`config.mk`:
```
export PLATFORM = sky130hd
export DESIGN_NAME = reg_file_8x_flat
export DESIGN_NICKNAME = d
export VERILOG_FILES = /design/src/rtl/reg_file_pkg.sv /design/src/rtl/reg_file_8x_if.sv /design/src/rtl/rf_read_port.sv /design/src/rtl/reg_file_8x.sv /design/src/flat_wrapper.sv
export SDC_FILE = /design/constraint.sdc
export NUM_CORES = 1
export LEC_CHECK = 0
export ABC_AREA = 1
export CAP_MARGIN = 20
export CORE_UTILIZATION = 61
export DETAILED_ROUTE_END_ITERATION = 10
export PLACE_DENSITY = 0.94
export RECOVER_POWER = 100
export SYNTH_ARGS = -nofsm -noshare
export SYNTH_HDL_FRONTEND = slang
export SYNTH_SLANG_ARGS = --single-unit
```
`constraint.sdc`:
```
create_clock -name clk -period 3.4 [get_ports clk]
set_clock_uncertainty 0.2 [all_clocks]
set_input_delay 0.68 -clock clk [delete_from_list [all_inputs] [get_ports clk]]
set_output_delay 0.68 -clock clk [all_outputs]
set_load 0.1 [all_outputs]
```
`src/rtl/reg_file_pkg.sv`:
```
// Shared sizes, types and the write-select legality check for the
// eight-entry register file.
package reg_file_pkg;

    localparam int NUM_REGS = 8;
    localparam int ADDR_W   = 3;

    typedef logic [NUM_REGS-1:0] wr_sel_t;
    typedef logic [ADDR_W-1:0]   reg_addr_t;

    // Exactly one bit set: non-zero and clearing the lowest set bit leaves nothing.
    function automatic logic is_onehot(input wr_sel_t sel);
        return (sel != '0) && ((sel & (sel - wr_sel_t'(1))) == '0);
    endfunction

endpackage

```
`src/rtl/reg_file_8x_if.sv`:
```
// Write-select / read-port bundle between the decoder-side logic and the
// register file; clock and reset stay outside the bundle.
interface reg_file_8x_if #(
    parameter int WIDTH = 8
);
    import reg_file_pkg::*;

    wr_sel_t            wr_sel;
    logic [WIDTH-1:0]   wr_data;
    reg_addr_t          rd_addr_a;
    reg_addr_t          rd_addr_b;
    logic               rd_en_a;
    logic               rd_en_b;
    logic               err_clr;
    logic [WIDTH-1:0]   rd_data_a;
    logic [WIDTH-1:0]   rd_data_b;
    logic               rd_valid_a;
    logic               rd_valid_b;
    wr_sel_t            valid_map;
    logic               err_onehot;

    modport master (
        output wr_sel, wr_data, rd_addr_a, rd_addr_b, rd_en_a, rd_en_b, err_clr,
        input  rd_data_a, rd_data_b, rd_valid_a, rd_valid_b, valid_map, err_onehot
    );

    modport slave (
        input  wr_sel, wr_data, rd_addr_a, rd_addr_b, rd_en_a, rd_en_b, err_clr,
        output rd_data_a, rd_data_b, rd_valid_a, rd_valid_b, valid_map, err_onehot
    );

endinterface

```
`src/rtl/rf_read_port.sv`:
```
// One registered read port: address mux, write-through bypass and an
// enabled output register.
module rf_read_port
    import reg_file_pkg::*;
#(
    parameter int WIDTH = 8
) (
    input  logic                             clk,
    input  logic                             rst_n,
    input  logic                             rd_en,
    input  reg_addr_t                        rd_addr,
    input  logic [NUM_REGS-1:0][WIDTH-1:0]   regs,
    input  wr_sel_t                          valid_map,
    input  wr_sel_t                          wr_commit,
    input  logic [WIDTH-1:0]                 wr_data,
    output logic [WIDTH-1:0]                 rd_data,
    output logic                             rd_valid
);

    logic [WIDTH-1:0] next_data;
    logic             next_valid;

    // wr_commit already excludes illegal and discarded writes, so they never bypass.
    always_comb begin
        next_data  = regs[rd_addr];
        next_valid = valid_map[rd_addr];
        if (wr_commit[rd_addr]) begin
            next_data  = wr_data;
            next_valid = 1'b1;
        end
    end

    always_ff @(posedge clk or negedge rst_n) begin
        if (!rst_n) begin
            rd_data  <= '0;
            rd_valid <= 1'b0;
        end else if (rd_en) begin
            rd_data  <= next_data;
            rd_valid <= next_valid;
        end
    end

endmodule

```
`src/rtl/reg_file_8x.sv`:
```
// Eight-entry register file written by a one-hot select, with two bypassed
// read ports, a per-entry valid scoreboard and a sticky illegal-select flag.
module reg_file_8x
    import reg_file_pkg::*;
#(
    parameter int WIDTH     = 8,
    parameter bit ZERO_REG0 = 1'b0
) (
    input  logic            clk,
    input  logic            rst_n,
    reg_file_8x_if.slave    bus
);

    localparam wr_sel_t VALID_RESET = wr_sel_t'(ZERO_REG0);

    logic [NUM_REGS-1:0][WIDTH-1:0] regs;
    wr_sel_t                        valid_map;
    wr_sel_t                        wr_commit;
    logic                           wr_legal;
    logic                           wr_illegal;
    logic                           err_onehot;
    logic [WIDTH-1:0]               rd_data_a;
    logic [WIDTH-1:0]               rd_data_b;
    logic                           rd_valid_a;
    logic                           rd_valid_b;

    // wr_commit is the set of entries actually updated this edge.
    always_comb begin
        wr_legal   = is_onehot(bus.wr_sel);
        wr_illegal = (bus.wr_sel != '0) && !wr_legal;
        wr_commit  = wr_legal ? bus.wr_sel : '0;
        if (ZERO_REG0) begin
            wr_commit[0] = 1'b0;
        end
    end

    always_ff @(posedge clk or negedge rst_n) begin
        if (!rst_n) begin
            regs <= '0;
        end else begin
            for (int i = 0; i < NUM_REGS; i++) begin
                if (wr_commit[i]) begin
                    regs[i] <= bus.wr_data;
                end
            end
        end
    end

    always_ff @(posedge clk or negedge rst_n) begin
        if (!rst_n) begin
            valid_map <= VALID_RESET;
        end else begin
            valid_map <= valid_map | wr_commit;
        end
    end

    // Setting on an illegal select takes priority over a same-edge clear.
    always_ff @(posedge clk or negedge rst_n) begin
        if (!rst_n) begin
            err_onehot <= 1'b0;
        end else if (wr_illegal) begin
            err_onehot <= 1'b1;
        end else if (bus.err_clr) begin
            err_onehot <= 1'b0;
        end
    end

    rf_read_port #(.WIDTH(WIDTH)) u_port_a (
        .clk       (clk),
        .rst_n     (rst_n),
        .rd_en     (bus.rd_en_a),
        .rd_addr   (bus.rd_addr_a),
        .regs      (regs),
        .valid_map (valid_map),
        .wr_commit (wr_commit),
        .wr_data   (bus.wr_data),
        .rd_data   (rd_data_a),
        .rd_valid  (rd_valid_a)
    );

    rf_read_port #(.WIDTH(WIDTH)) u_port_b (
        .clk       (clk),
        .rst_n     (rst_n),
        .rd_en     (bus.rd_en_b),
        .rd_addr   (bus.rd_addr_b),
        .regs      (regs),
        .valid_map (valid_map),
        .wr_commit (wr_commit),
        .wr_data   (bus.wr_data),
        .rd_data   (rd_data_b),
        .rd_valid  (rd_valid_b)
    );

    assign bus.rd_data_a  = rd_data_a;
    assign bus.rd_data_b  = rd_data_b;
    assign bus.rd_valid_a = rd_valid_a;
    assign bus.rd_valid_b = rd_valid_b;
    assign bus.valid_map  = valid_map;
    assign bus.err_onehot = err_onehot;

endmodule

```
`src/flat_wrapper.sv`:
```
// flat-port wrapper written by rule: the top's interface ports become plain ports
module reg_file_8x_flat import reg_file_pkg::*;
#(
    parameter int WIDTH     = 8,
    parameter bit ZERO_REG0 = 1'b0
)
  (clk, rst_n, bus_wr_sel, bus_wr_data, bus_rd_addr_a, bus_rd_addr_b, bus_rd_en_a, bus_rd_en_b, bus_err_clr, bus_rd_data_a, bus_rd_data_b, bus_rd_valid_a, bus_rd_valid_b, bus_valid_map, bus_err_onehot);
  reg_file_8x_if #(.WIDTH(WIDTH)) bus_i ();
  input  logic clk;
  input  logic rst_n;
  input wire logic [$bits(bus_i.wr_sel)-1:0] bus_wr_sel;
  input wire logic [$bits(bus_i.wr_data)-1:0] bus_wr_data;
  input wire logic [$bits(bus_i.rd_addr_a)-1:0] bus_rd_addr_a;
  input wire logic [$bits(bus_i.rd_addr_b)-1:0] bus_rd_addr_b;
  input wire logic [$bits(bus_i.rd_en_a)-1:0] bus_rd_en_a;
  input wire logic [$bits(bus_i.rd_en_b)-1:0] bus_rd_en_b;
  input wire logic [$bits(bus_i.err_clr)-1:0] bus_err_clr;
  output wire logic [$bits(bus_i.rd_data_a)-1:0] bus_rd_data_a;
  output wire logic [$bits(bus_i.rd_data_b)-1:0] bus_rd_data_b;
  output wire logic [$bits(bus_i.rd_valid_a)-1:0] bus_rd_valid_a;
  output wire logic [$bits(bus_i.rd_valid_b)-1:0] bus_rd_valid_b;
  output wire logic [$bits(bus_i.valid_map)-1:0] bus_valid_map;
  output wire logic [$bits(bus_i.err_onehot)-1:0] bus_err_onehot;
  assign bus_i.wr_sel = bus_wr_sel;
  assign bus_i.wr_data = bus_wr_data;
  assign bus_i.rd_addr_a = bus_rd_addr_a;
  assign bus_i.rd_addr_b = bus_rd_addr_b;
  assign bus_i.rd_en_a = bus_rd_en_a;
  assign bus_i.rd_en_b = bus_rd_en_b;
  assign bus_i.err_clr = bus_err_clr;
  assign bus_rd_data_a = bus_i.rd_data_a;
  assign bus_rd_data_b = bus_i.rd_data_b;
  assign bus_rd_valid_a = bus_i.rd_valid_a;
  assign bus_rd_valid_b = bus_i.rd_valid_b;
  assign bus_valid_map = bus_i.valid_map;
  assign bus_err_onehot = bus_i.err_onehot;
  reg_file_8x #(.WIDTH(WIDTH), .ZERO_REG0(ZERO_REG0)) u_core (.clk(clk), .rst_n(rst_n), .bus(bus_i));
endmodule
```
==> results.toml <==
[grt]
grt-busiest-layer = "met2"
track_usage_pct = 39.5
grt_start_max_net_pins = 51
met3_usage_pct = 13.3
use_met2_pct = 57.2
grt-ovfl-total = 0
met1_usage_pct = 52.2
antenna_found_initial = 0
first_global_vias = 5025
grt_first_pass_wirelength_um = 25500

[min_path]
hold-path-endpoint = "u_core.u_port_a.rd_data[2]$_DFFE_PN0P_"
hold_class = "flip-flop to flip-flop"
min_from = "u_core.u_port_a.rd_data[2]$_DFFE_PN0P_"
whs_path_depth = 2

[floorplan]
die-area_um2 = 8450
core_um2 = 7770
dieHeight_um = 91.9
die_w_um = 91.9
row_count = 32
initial_core_util_pct = 63.5
io_pins = 54

[final_layout]
nets = 714
utilization_pct = 71.0
synthToLayoutAreaGrowth_pct = 11.8
fillers = 657
n_antenna_cell = 0
design_area_um2 = 5520
drive_gt1_share_pct = 5.35
final_cells = 794

[cts]
cts_root_buf = "clkbuf_8"
cts.htree.levels = 3
numCtsBuffers = 9
holdBufCountCts = 0
cts_resized = 0
cts_buffer_depth = 2
cts_setup_buffers = 0
cts_sinks = 91
cts_tree = "done"
clk_pin_slew_ns = 0.10
insertion_delay_ns = 0.38

[detailed_routing]
dr.pass1.iters = 7
wl_um = 15700
detail_route.wl_per_cell_um = 19.8
ant_nets = 0
drc = 0
viasPerCell = 6.66
vias = 5287
drt_iter0_markers = 1010

[synthesis]
yosys_register_bits = 91
synth_xor_area_share_pct = 0
synth.distinct_cells = 26
synth_mux_area_share_pct = 0
syn-mean-instance-area_um2 = 7.68
synthesis.area_um2 = 4930
synth_top_family_by_area = "simple AND/OR/NAND/NOR gates"
synth_common_cells = "o21ai_0, nand2_1, dfrtp_1, nor2_1, nand3_1"
synthArstFlopShare_pct = 100
synth.most_common_cell = "o21ai_0"
ys_top_cells_by_area = "dfrtp_1, o21ai_0, nand2_1"
yosysWarnings = 0
synth-simple-area-share_pct = 26.0
synthFlopType = "dfrtp_1"
synthAdderAreaFrac_pct = 0
synth_fp_nets = 669
synth_top_area_cell = "dfrtp_1"
syn_inst = 642
synth-edff-count = 0
netlist.area_leader.share_pct = 46.2
ys_seq_area_share_pct = 46.2
synth_compound_area_share_pct = 22.2

[timing]
grt_setup_unrepaired = "false"
slew-limit-headroom_pct = 12.9
finalCritPeriodShare_pct = 90.9
slew_violations = 0
setup_viol = 0
finalHoldViolations = 0
max_freq_ghz = 0.323
timing.hold.ws_ns = 0.292
worst_slack_ns = 0.308
worst_pin_slew_ns = 1.31
final.setup.tns_ns = 0
period_needed_ns = 3.09

[worst_setup_path]
crit_path_end_kind = "flip-flop"
startpoint_type = "input pin"
crit_start = "bus_wr_sel[4]"
critical_path_class = "input pin to flip-flop"
worstPathMaxFanout = 17
r2r-end = "u_core.u_port_a.rd_data[3]$_DFFE_PN0P_"
worstPathRequired_ns = 3.49
ff2ff_setup_slack_ns = 1.77
cp.arrival_ns = 3.18
reg2reg_depth = 6
worstReg2RegStart = "u_core.regs[51]$_DFFE_PN0P_"

[power]
leakage_nw = 2.53
ir_drop_mv = 0.423
finalPower_mw = 2.77
p_per_area_nw_per_um2 = 503

[job]
maxCapViolations = 0

[placement]
dp_hpwl_um = 10000
placed_cells = 778
gp_congestion = 0.925
placed_cell_area_um2 = 5510
portBuffers = 53
place_ws_ns = 0.193

[run_status]
status = "completed"
==> kinds of logic after synthesis <==
kind of cell	count (synthesis)
AO/OA/AOI/OAI	200
buffers and inverters	70
flip-flops	91
AND/OR/NAND/NOR	281
==> flip-flops by register name, indices dropped and copies added, names as in the netlist <==
name / flops
u_core.regs: 64
u_core.bus.valid_map: 8
u_core.u_port_a.rd_data: 8
u_core.u_port_b.rd_data: 8
u_core.bus.err_onehot: 1
u_core.u_port_a.rd_valid: 1
u_core.u_port_b.rd_valid: 1
==> layout make-up <==
cell class	count	area, um2	area share, %
flip-flops and latches	91	2280	41.3
multi-input cells	481	2330	42.3
repair buffers	70	459	8.32
clock buffers	11	131	2.38
well taps	102	128	2.31
clock inverters	5	62.6	1.13
inverters	34	128	2.31
==> where the power goes <==
| group | total (mW) | switching (mW) | internal (mW) |
|---|---|---|---|
| registers | 1.31 | 0.105 | 1.21 |
| clock network | 0.753 | 0.408 | 0.345 |
| logic | 0.707 | 0.532 | 0.174 |
| total | 2.77 | 1.05 | 1.73 |
==> how the worst max path moves through the flow <==
stage / to / cells after the start / slack, ns
2_1_floorplan: u_core.u_port_a.rd_data[0]$_DFFE_PN0P_ / 12 / 1.04
3_3_place_gp: u_core.u_port_b.rd_data[0]$_DFFE_PN0P_ / 14 / 0.33
3_5_place_dp: u_core.u_port_a.rd_data[0]$_DFFE_PN0P_ / 16 / 0.19
4_1_cts: u_core.u_port_a.rd_data[1]$_DFFE_PN0P_ / 16 / 0.55
5_1_grt: u_core.u_port_b.rd_data[0]$_DFFE_PN0P_ / 14 / 0.13
6_report: u_core.regs[8]$_DFFE_PN0P_ / 9 / 0.31
==> cell usage in the layout, fill, tap and decap left out, drive strengths merged <==
master and count:
nand4 7, dfrtp 91, nor2 74, buf 7
nand2 152, o22ai 16, o21ai 155, clkinvlp 2
o211ai 1, o221ai 16, bufinv 1, inv 32
a21oi 10, nand3 48, a31oi 2, clkinv 4
clkbuf 49, clkdlybuf4s50 24, dlygate4sd3 1
==> routing by layer <==
layer  wire [um]  share of wire, %
met5           0                 0
met2        6740                43
met1        5650                36
met3        2370                15
met4         974               6.2
==> critical path, stage by stage <==
cell           delay (ns)
dlygate4sd3_1        0.61
nor2_1               0.16
nand3_1              0.20
nor2_1               0.14
nand2_1              0.16
nand4_1              0.23
clkbuf_1             0.67
nand2_1              0.20
o21ai_0              0.14
Power figures use the tool's default switching activity.
